--- src/rtl/intra_pkg.sv ---
// Shared types and frame-geometry helpers for the intra-prediction path
// (scheduler, predictor and residue saver).
package intra_pkg;

  typedef enum logic [2:0] {
    S_IDLE  = 3'd0,
    S_FETCH = 3'd1,
    S_PRED  = 3'd2,
    S_WAIT  = 3'd3,
    S_SAVE  = 3'd4,
    S_CAPT  = 3'd5,
    S_DONE  = 3'd6
  } sched_state_t;

  typedef logic [2:0] mode_t;

  function automatic int mb_cols(input int length, input int mb_l);
    return length / mb_l;
  endfunction

  function automatic int mb_rows(input int width, input int mb_w);
    return width / mb_w;
  endfunction

  function automatic int mb_total(input int length, input int width,
                                  input int mb_l, input int mb_w);
    return mb_cols(length, mb_l) * mb_rows(width, mb_w);
  endfunction

endpackage

--- src/rtl/intra_mb_counter.sv ---
// Raster-order macroblock counter: column/row/index with clear, advance,
// registered neighbour-availability flags and a last-macroblock flag.
module intra_mb_counter
  import intra_pkg::*;
#(
  parameter int MB_COLS  = 160,
  parameter int MB_TOTAL = 14400,
  parameter int MBN_W    = 14
) (
  input  logic             clk_i,
  input  logic             rst_i,
  input  logic             clr_i,
  input  logic             adv_i,
  output logic [MBN_W-1:0] mbnumber_o,
  output logic [7:0]       mb_x_o,
  output logic [7:0]       mb_y_o,
  output logic             avail_left_o,
  output logic             avail_top_o,
  output logic             last_o
);

  localparam logic [7:0]       X_LAST = 8'(MB_COLS - 1);
  localparam logic [MBN_W-1:0] N_LAST = MBN_W'(MB_TOTAL - 1);

  logic [MBN_W-1:0] n_q, n_d;
  logic [7:0]       x_q, x_d, y_q, y_d;
  logic             al_q, at_q;

  // The linear index is its own incrementer, so no y*MB_COLS product is needed.
  always_comb begin
    n_d = n_q;
    x_d = x_q;
    y_d = y_q;
    if (clr_i) begin
      n_d = '0;
      x_d = '0;
      y_d = '0;
    end else if (adv_i) begin
      n_d = n_q + MBN_W'(1);
      if (x_q == X_LAST) begin
        x_d = '0;
        y_d = y_q + 8'd1;
      end else begin
        x_d = x_q + 8'd1;
      end
    end
  end

  always_ff @(posedge clk_i or posedge rst_i) begin
    if (rst_i) begin
      n_q  <= '0;
      x_q  <= '0;
      y_q  <= '0;
      al_q <= 1'b0;
      at_q <= 1'b0;
    end else begin
      n_q  <= n_d;
      x_q  <= x_d;
      y_q  <= y_d;
      al_q <= (x_d != 8'd0);
      at_q <= (y_d != 8'd0);
    end
  end

  assign mbnumber_o   = n_q;
  assign mb_x_o       = x_q;
  assign mb_y_o       = y_q;
  assign avail_left_o = al_q;
  assign avail_top_o  = at_q;
  assign last_o       = (n_q == N_LAST);

endmodule

--- src/rtl/intra_mb_scheduler.sv ---
// Frame-level sequencer for intra prediction: fetch -> predict -> save -> capture
// per macroblock in raster order. Optional WAIT watchdog: INTRA_SCHED_TIMEOUT_EN.
module intra_mb_scheduler
  import intra_pkg::*;
#(
  parameter int WIDTH        = 720,
  parameter int LENGTH       = 1280,
  parameter int MB_SIZE_L    = 8,
  parameter int MB_SIZE_W    = 8,
  parameter int MBN_W        = 14,
  parameter int PRED_TIMEOUT = 1024
) (
  input  logic             clk,
  input  logic             reset,
  input  logic             start,
  output logic             busy,
  output logic             frame_done,
  output logic             fetch_req,
  input  logic             fetch_ack,
  output logic             pred_start,
  input  logic             pred_done,
  output logic             save_enable,
  output logic [MBN_W-1:0] mbnumber,
  output logic [7:0]       mb_x,
  output logic [7:0]       mb_y,
  output logic             avail_left,
  output logic             avail_top,
  input  mode_t            mode_in,
  output mode_t            last_mode,
  output logic             pred_timeout
);

  localparam int MB_COLS  = mb_cols(LENGTH, MB_SIZE_L);
  localparam int MB_TOTAL = mb_total(LENGTH, WIDTH, MB_SIZE_L, MB_SIZE_W);

  if (!(MB_SIZE_L == 4 || MB_SIZE_L == 8 || MB_SIZE_L == 16) ||
      !(MB_SIZE_W == 4 || MB_SIZE_W == 8 || MB_SIZE_W == 16) ||
      (MB_TOTAL > (2 ** MBN_W)) || (PRED_TIMEOUT < 1)) begin : g_bad_params
    $error("intra_mb_scheduler: illegal parameter combination");
  end

  sched_state_t state_q, state_d;
  logic         cnt_clr, cnt_adv, mb_last, wd_hit;
  logic         busy_q, fetch_req_q, pred_start_q, save_enable_q, frame_done_q;
  mode_t        last_mode_q;

  intra_mb_counter #(
    .MB_COLS  (MB_COLS),
    .MB_TOTAL (MB_TOTAL),
    .MBN_W    (MBN_W)
  ) u_counter (
    .clk_i        (clk),
    .rst_i        (reset),
    .clr_i        (cnt_clr),
    .adv_i        (cnt_adv),
    .mbnumber_o   (mbnumber),
    .mb_x_o       (mb_x),
    .mb_y_o       (mb_y),
    .avail_left_o (avail_left),
    .avail_top_o  (avail_top),
    .last_o       (mb_last)
  );

`ifdef INTRA_SCHED_TIMEOUT_EN
  localparam int             WD_W    = $clog2(PRED_TIMEOUT + 1);
  localparam logic [WD_W-1:0] WD_LAST = WD_W'(PRED_TIMEOUT - 1);

  logic [WD_W-1:0] wd_q, wd_d;
  logic            pto_q, pto_d;

  // Counts cycles spent in WAIT; it never wraps because WAIT is left on the hit.
  always_comb begin
    wd_d  = (state_q == S_WAIT) ? wd_q + WD_W'(1) : '0;
    pto_d = pto_q;
    if (state_q == S_IDLE && start) pto_d = 1'b0;
    else if (wd_hit)                 pto_d = 1'b1;
  end

  assign wd_hit = (state_q == S_WAIT) && !pred_done && (wd_q == WD_LAST);

  always_ff @(posedge clk or posedge reset) begin
    if (reset) begin
      wd_q  <= '0;
      pto_q <= 1'b0;
    end else begin
      wd_q  <= wd_d;
      pto_q <= pto_d;
    end
  end

  assign pred_timeout = pto_q;
`else
  assign wd_hit       = 1'b0;
  assign pred_timeout = 1'b0;
`endif

  always_comb begin
    state_d = state_q;
    cnt_clr = 1'b0;
    cnt_adv = 1'b0;
    case (state_q)
      S_IDLE: begin
        if (start) begin
          state_d = S_FETCH;
          cnt_clr = 1'b1;
        end
      end
      S_FETCH: if (fetch_ack) state_d = S_PRED;
      S_PRED:  state_d = S_WAIT;
      S_WAIT: begin
        if (pred_done) begin
          state_d = S_SAVE;
        end else if (wd_hit) begin
          // A timed-out macroblock is retired exactly like a completed CAPT.
          if (mb_last) begin
            state_d = S_DONE;
          end else begin
            state_d = S_FETCH;
            cnt_adv = 1'b1;
          end
        end
      end
      S_SAVE:  state_d = S_CAPT;
      S_CAPT: begin
        if (mb_last) begin
          state_d = S_DONE;
        end else begin
          state_d = S_FETCH;
          cnt_adv = 1'b1;
        end
      end
      S_DONE:  state_d = S_IDLE;
      default: state_d = S_IDLE;
    endcase
  end

  // Outputs are flops decoded from the next state so they line up with state_q.
  always_ff @(posedge clk or posedge reset) begin
    if (reset) begin
      state_q       <= S_IDLE;
      busy_q        <= 1'b0;
      fetch_req_q   <= 1'b0;
      pred_start_q  <= 1'b0;
      save_enable_q <= 1'b0;
      frame_done_q  <= 1'b0;
      last_mode_q   <= '0;
    end else begin
      state_q       <= state_d;
      busy_q        <= (state_d != S_IDLE) && (state_d != S_DONE);
      fetch_req_q   <= (state_d == S_FETCH);
      pred_start_q  <= (state_d == S_PRED);
      save_enable_q <= (state_d == S_SAVE);
      frame_done_q  <= (state_d == S_DONE);
      if (state_q == S_CAPT) last_mode_q <= mode_in;
    end
  end

  assign busy        = busy_q;
  assign fetch_req   = fetch_req_q;
  assign pred_start  = pred_start_q;
  assign save_enable = save_enable_q;
  assign frame_done  = frame_done_q;
  assign last_mode   = last_mode_q;

endmodule

--- config.mk ---
export PLATFORM = sky130hd
export DESIGN_NAME = intra_mb_scheduler
export DESIGN_NICKNAME = d
export VERILOG_FILES = /design/src/rtl/intra_pkg.sv /design/src/rtl/intra_mb_counter.sv /design/src/rtl/intra_mb_scheduler.sv
export SDC_FILE = /design/constraint.sdc
export NUM_CORES = 1
export LEC_CHECK = 0
export BUFFER_PORTS_ARGS = -buffer_cell sky130_fd_sc_hd__buf_2
export CORE_MARGIN = 8
export CORE_UTILIZATION = 25
export CTS_CLUSTER_SIZE = 10
export DETAILED_ROUTE_END_ITERATION = 8
export SLEW_MARGIN = 20
export SYNTH_ARGS = -nofsm -noshare
export SYNTH_HDL_FRONTEND = slang
export SYNTH_SLANG_ARGS = --single-unit
--- constraint.sdc ---
create_clock -name clk -period 2.43 [get_ports clk]
set_input_delay 0.243 -clock clk [delete_from_list [all_inputs] [get_ports clk]]
set_output_delay 0.243 -clock clk [all_outputs]
set_load 0.005 [all_outputs]
== Word-level counts from Yosys, hierarchy flattened ==
Cells that the tools add are included.

* Input port bits: 8
* Word-level logic and storage cells: 50
* Bits in registers: 43
* Output and inout bits: 41

* Equal/unequal tests: 12
* Reductions and logical operators: 6
* Mux-type cells: 17
* Add/subtract/negate cells: 3

{| class="wikitable"
|+ Operators by type and width
! kind !! number
|-
| $mux W8 || 6
|-
| $mux W14 || 2
|-
| $pmux W3 S6 || 1
|-
| $add A8 B1 Y8 const B || 2
|-
| $reduce_bool A8 Y1 || 2
|-
| $add A14 B1 Y14 const B || 1
|-
| $eq A14 B14 Y1 const B || 1
|-
| $eq A3 B3 Y1 const B || 4
|-
| $mux W3 || 4
|-
| $eq A3 B2 Y1 const B || 3
|-
| $eq A8 B8 Y1 const B || 1
|-
| $eq A3 B1 Y1 const B || 2
|-
| $mux W1 || 4
|-
| $logic_not A3 Y1 || 1
|-
| $ne A3 B3 Y1 const B || 1
|-
| $reduce_bool A3 Y1 || 1
|-
| $reduce_bool A2 Y1 || 1
|-
| $logic_and A1 B1 Y1 || 1
|}

== Longest topological paths before layout ==
* Depth after elaboration: 6
* Mapped depth: 8
* Gate-level depth less buffers: 7

== Modules after synthesis ==
Synthesis repeated with hierarchy kept, for this count alone.

* Cell total of the unflattened synthesis: 221
* Area, all modules: 2,207.1 µm²

{| class="wikitable"
|+ Modules (own cells, without submodules)
! module !! sequential area each (µm²) !! area an instance (µm²) !! cells an instance !! times used
|-
| intra_mb_counter || 800.8 || 1,706.6 || 180 || 1
|-
| intra_mb_scheduler || 275.3 || 500.5 || 41 || 1
|}

== Worst setup path before layout ==
Ideal clock, no wire load.

* Path kind: reg2reg
* From: reg u_counter.x_q[0] (netlist: u_counter.mb_x_o[0])
* To: reg u_counter.at_q (netlist: u_counter.avail_top_o)
* Stages on the path, launching flop included: 8
* Buffers on the path: 0
* Arrival: 2.189 ns
* Required time: 2.291 ns
* Path slack: 0.103 ns
* Library setup time: 0.139 ns
* Period minus slack after synthesis: 2.327 ns
* Cell sequence: dfrtp_1 -> ha_1 -> nand4_1 -> nor4_1 -> nand4_1 -> xnor2_1 -> and2_1 -> or4b_1

* Cells in the longest elaborated chain, start to end: 5

{| class="wikitable"
|+ RTL lines
! item !! line !! text
|-
| from (decl) || intra_mb_counter.sv:26 || <nowiki>logic [7:0] x_q, x_d, y_q, y_d;</nowiki>
|-
| from (signal assigned) || intra_mb_counter.sv:52 || <nowiki>x_q <= '0;</nowiki>
|-
| from (signal assigned) || intra_mb_counter.sv:58 || <nowiki>x_q <= x_d;</nowiki>
|-
| $eq A8 B8 Y1 || intra_mb_counter.sv:40 || <nowiki>if (x_q == X_LAST) begin</nowiki>
|-
| $mux W8 || intra_mb_counter.sv:40 ||
|-
| $mux W8 || intra_mb_counter.sv:38 || <nowiki>end else if (adv_i) begin</nowiki>
|-
| $mux W8 || intra_mb_counter.sv:34 || <nowiki>if (clr_i) begin</nowiki>
|-
| net u_counter.y_d[6] || intra_mb_counter.sv:26 ||
|-
| $reduce_bool A8 Y1 || intra_mb_counter.sv:61 || <nowiki>at_q <= (y_d != 8'd0);</nowiki>
|-
| to (signal assigned) || intra_mb_counter.sv:61 ||
|-
| to (decl) || intra_mb_counter.sv:27 || <nowiki>logic al_q, at_q;</nowiki>
|}

The timed path passes the listed nets, and every way through them passes these cells.
A chain may end at the register's enable or synchronous reset.

== Final worst setup path ==
* From: reg u_counter.x_q[7] (netlist: u_counter.mb_x_o[7])
* To: reg u_counter.at_q (netlist: u_counter.avail_top_o)

Same word-level chain as after synthesis.

==> metrics.md <==
| Metric | Value |
|---|---|
| Post-synthesis cell type count | `56` |
| Grt total ovfl | `0` |
| Count of final setup violators | `0` |
| DRT iter0 DRCs | `87` |
| Yosys Warn Count | `0` |
| Clock Pin Slew Worst Setup and Hold Paths | `0.09 ns` |
| Detailed-route via count | `1907` |
| Pin count of the biggest net entering global routing | `44` |
| Syn avg cell area | `9.746 um2` |
| H-tree Lvls | `2` |
| Actual slew at the worst max-slew pin | `0.5699 ns` |
| Synthesized area | `2222 um2` |
| Core area | `8678 um2` |
| Setup Fix Bufs, Post-CTS | `0` |
| CP top delay family | `simple AND/OR/NAND/NOR gates` |
| Routability cong. | `between 0.7 and 0.8` |
| Synthesized instance count | `228` |
| Vias per cell | `4.709` |
| CTS tree | `yes` |
| Startpoint types | `flop` |
| Async SR Flop Fraction | `100.0%` |
| Layout Cells excl Fill | `a little over 400` |
| Global-route wire length before repair | `roughly 9800 um` |
| CP bufs+invs | `0` |
| Width of the die | `110.3 um` |
| Period utilization | `94.91%` |
| Antenna diode count | `0` |
| Area share of the leading cell type in the synthesized netlist | `48.42%` |
| WS Path Type | `reg2reg` |
| Detailed Route WL | `a little under 6000 um` |
| Core Util, Final | `32.77%` |
| PnR worst setup slack | `0.1237 ns` |
| Number of global-route vias before repair | `1967` |
| Worst-skew pair later-pin latency | `0.30 ns` |
| Yosys reg bits | `43` |
| Cell Chain, Critical Path | `or3b_4 > or4_1 > o21ai_1 > a21oi_1 > a21oi_1 > or4b_1` |
| Post-Syn Nets | `239` |
| PortBufs | `47` |
| Sequential cell area fraction in the yosys report | `48.42%` |
| Ratio of cells with drive above 1 in the final layout | `31.31%` |
| Initial antenna violation count | `0` |
| Clock tree sinks | `43` |
| CTS buffer count | `5` |
| Fin. Hold Viols | `0` |
| Hpwl dp | `around 4500 um` |
| Min Tclk post-route | `2.306 ns` |
| Slew Viols, Final | `0` |
| Top FF cell, synth | `dfrtp_1` |
| Post-placement worst setup slack | `~0.10 ns` |
| Worst endpoint data arrival time | `between 2 and 2.5 ns` |
| Yosys top cell by area | `dfrtp_1` |
| Synth top area cells | `dfrtp_1 (48%), nor2_1 (5.1%), nand2_1 (4.1%), xor2_1 (3.9%), xnor2_1 (3.5%)` |
| Status | `finished clean` |
| Worst Setup End Kind | `flop` |
| Post-Route Setup TNS | `0 ns` |
| Clk root buf | `clkbuf_8` |
| Nets@finish | `307` |
| Ports | `49` |
| Worst IR Drop VDD | `0.0004425 V` |
| Max-Cap Viols | `0` |
| Number of flops mapped to enable cells by yosys | `0` |
| Req. time, crit path | `2.61 ns` |
| Leakage | `0.001390 uW` |
| Fillers | `928` |
| FP Rows | `34` |
| Max Buffers Root-to-Sink | `2` |
| Die area | `about 12000 um2` |
| Inst Count DP | `397` |
| Clock skew | `0.009668 ns` |
| HP Class | `in2async` |
| Slew headroom | `62.01%` |
| Avg WL per Cell | `14.57 um` |
| Power Density | `723.6 nW/um2` |
| Post-CTS Resized | `0` |
| Area Overhead vs Synth | `27.98%` |
| Slowest stage delay, CP | `0.50 ns` |
| CP max stage cell | `or4_1` |
| # hold bufs at CTS | `0` |
| Cell mode on critical path | `a21oi_1` |
| Tot GR Track Use | `10.21%` |
| Crit path max fanout | `5` |
| Chip height | `110.3 um` |
| Fmax | `433.6 MHz` |
| Final ANT Viol Nets | `0` |
| Remaining DRCs | `0` |
| Pre-antenna DRT Iters | `4` |
| Starting Density | `25.61%` |
registers in the layout, indices dropped and copies added (netlist names):
signal	cells
u_counter.mb_x_o	8
u_counter.avail_top_o	1
state_q	3
last_mode	3
busy	1
frame_done	1
u_counter.mb_y_o	8
fetch_req	1
save_enable	1
u_counter.avail_left_o	1
pred_start	1
u_counter.mbnumber_o	14
final cells by class:
type,count,area (um2),area share [%]
inverters,8,30.03,1.056
clock buffers,8,100.1,3.520
flip-flops and latches,43,1076,37.84
repair buffers,71,415.4,14.61
well taps,108,135.1,4.751
multi-input cells,167,1087,38.23
worst paths after layout:
kind,from,endpoint,slack [ns],cells after the start
max,u_counter.mb_x_o[7],u_counter.avail_top_o,0.12,6
min,reset,last_mode[2],0.07,3
max reg2reg,u_counter.mb_x_o[7],u_counter.avail_top_o,0.12,6
min reg2reg,last_mode[2],last_mode[2],0.50,1
max in group asynchronous,reset,u_counter.mb_x_o[2],1.96,3
min in group clk,mode_in[2],last_mode[2],0.18,2
synthesized netlist by cell type (all sizes together), types with 2 or more instances:
library cell	n
nor3b	2
clkbuf	6
nand4	5
nand3	11
nor4	5
or2	2
a41oi	2
and3	5
mux2	3
nor3	7
nand2	24
o21ai	3
xor2	10
ha	3
or3	3
inv	8
dfrtp	43
xnor2	9
a21oi	10
mux2i	3
nand3b	3
o22ai	2
nor2	31
buf	4
and2	2
logic make-up (layout without fill, tap and decap cells):
kind of cell    count (synthesis)  count (layout)  synth area share [%]
mux                             6               6                 2.872
buf+inv                        18              87                 3.435
flops                          43              43                 48.42
xor+xnor                       19              19                 7.489
compound gates                 30              30                 10.02
other cells                     1               1                0.1688
fa+ha+maj                       3               3                 1.689
simple gates                  108             108                 25.90
metrics by stage:
stage          hold WS (ns)  cell area [um2]  total power, uW
2_1_floorplan        0.3936             2222             1287
3_3_place_gp         0.4129             2735             1561
3_5_place_dp         0.4262             2735             1572
4_1_cts             0.09498             2835             2089
5_1_grt              0.1285             2844             2202
6_report            0.06897             2844             2058
worst min-delay path, stage by stage:
cell and delay, ns:
buf_2 0.09, inv_1 0.04, buf_4 0.45
cells in the final DEF (no fill, tap or decap), drive strengths merged, types with 2 or more instances in the layout:
cell type,instances
a21oi,10
a41oi,2
and2,2
and3,5
buf,71
clkbuf,8
dfrtp,43
ha,3
inv,8
mux2,3
mux2i,3
nand2,24
nand3,11
nand3b,3
nand4,5
nor2,31
nor3,7
nor3b,2
nor4,5
o21ai,3
o22ai,2
or2,2
or3,3
xnor2,9
xor2,10
power by group:
group          internal [uW]  switching, uW
Combinational            294            377
Clock                    260            251
Sequential               821           54.2
metal layers:
metal	vias up	wire, um	global-route usage, %	part of all wire (%)
met5	-	0	0	0
met4	0	42	2.854	0.71
met3	5	389	3.430	6.6
met2	38	2796	16.43	47
met1	930	2671	12.74	45
li1	934	-	-	-
Power figures use the tool's default switching activity.
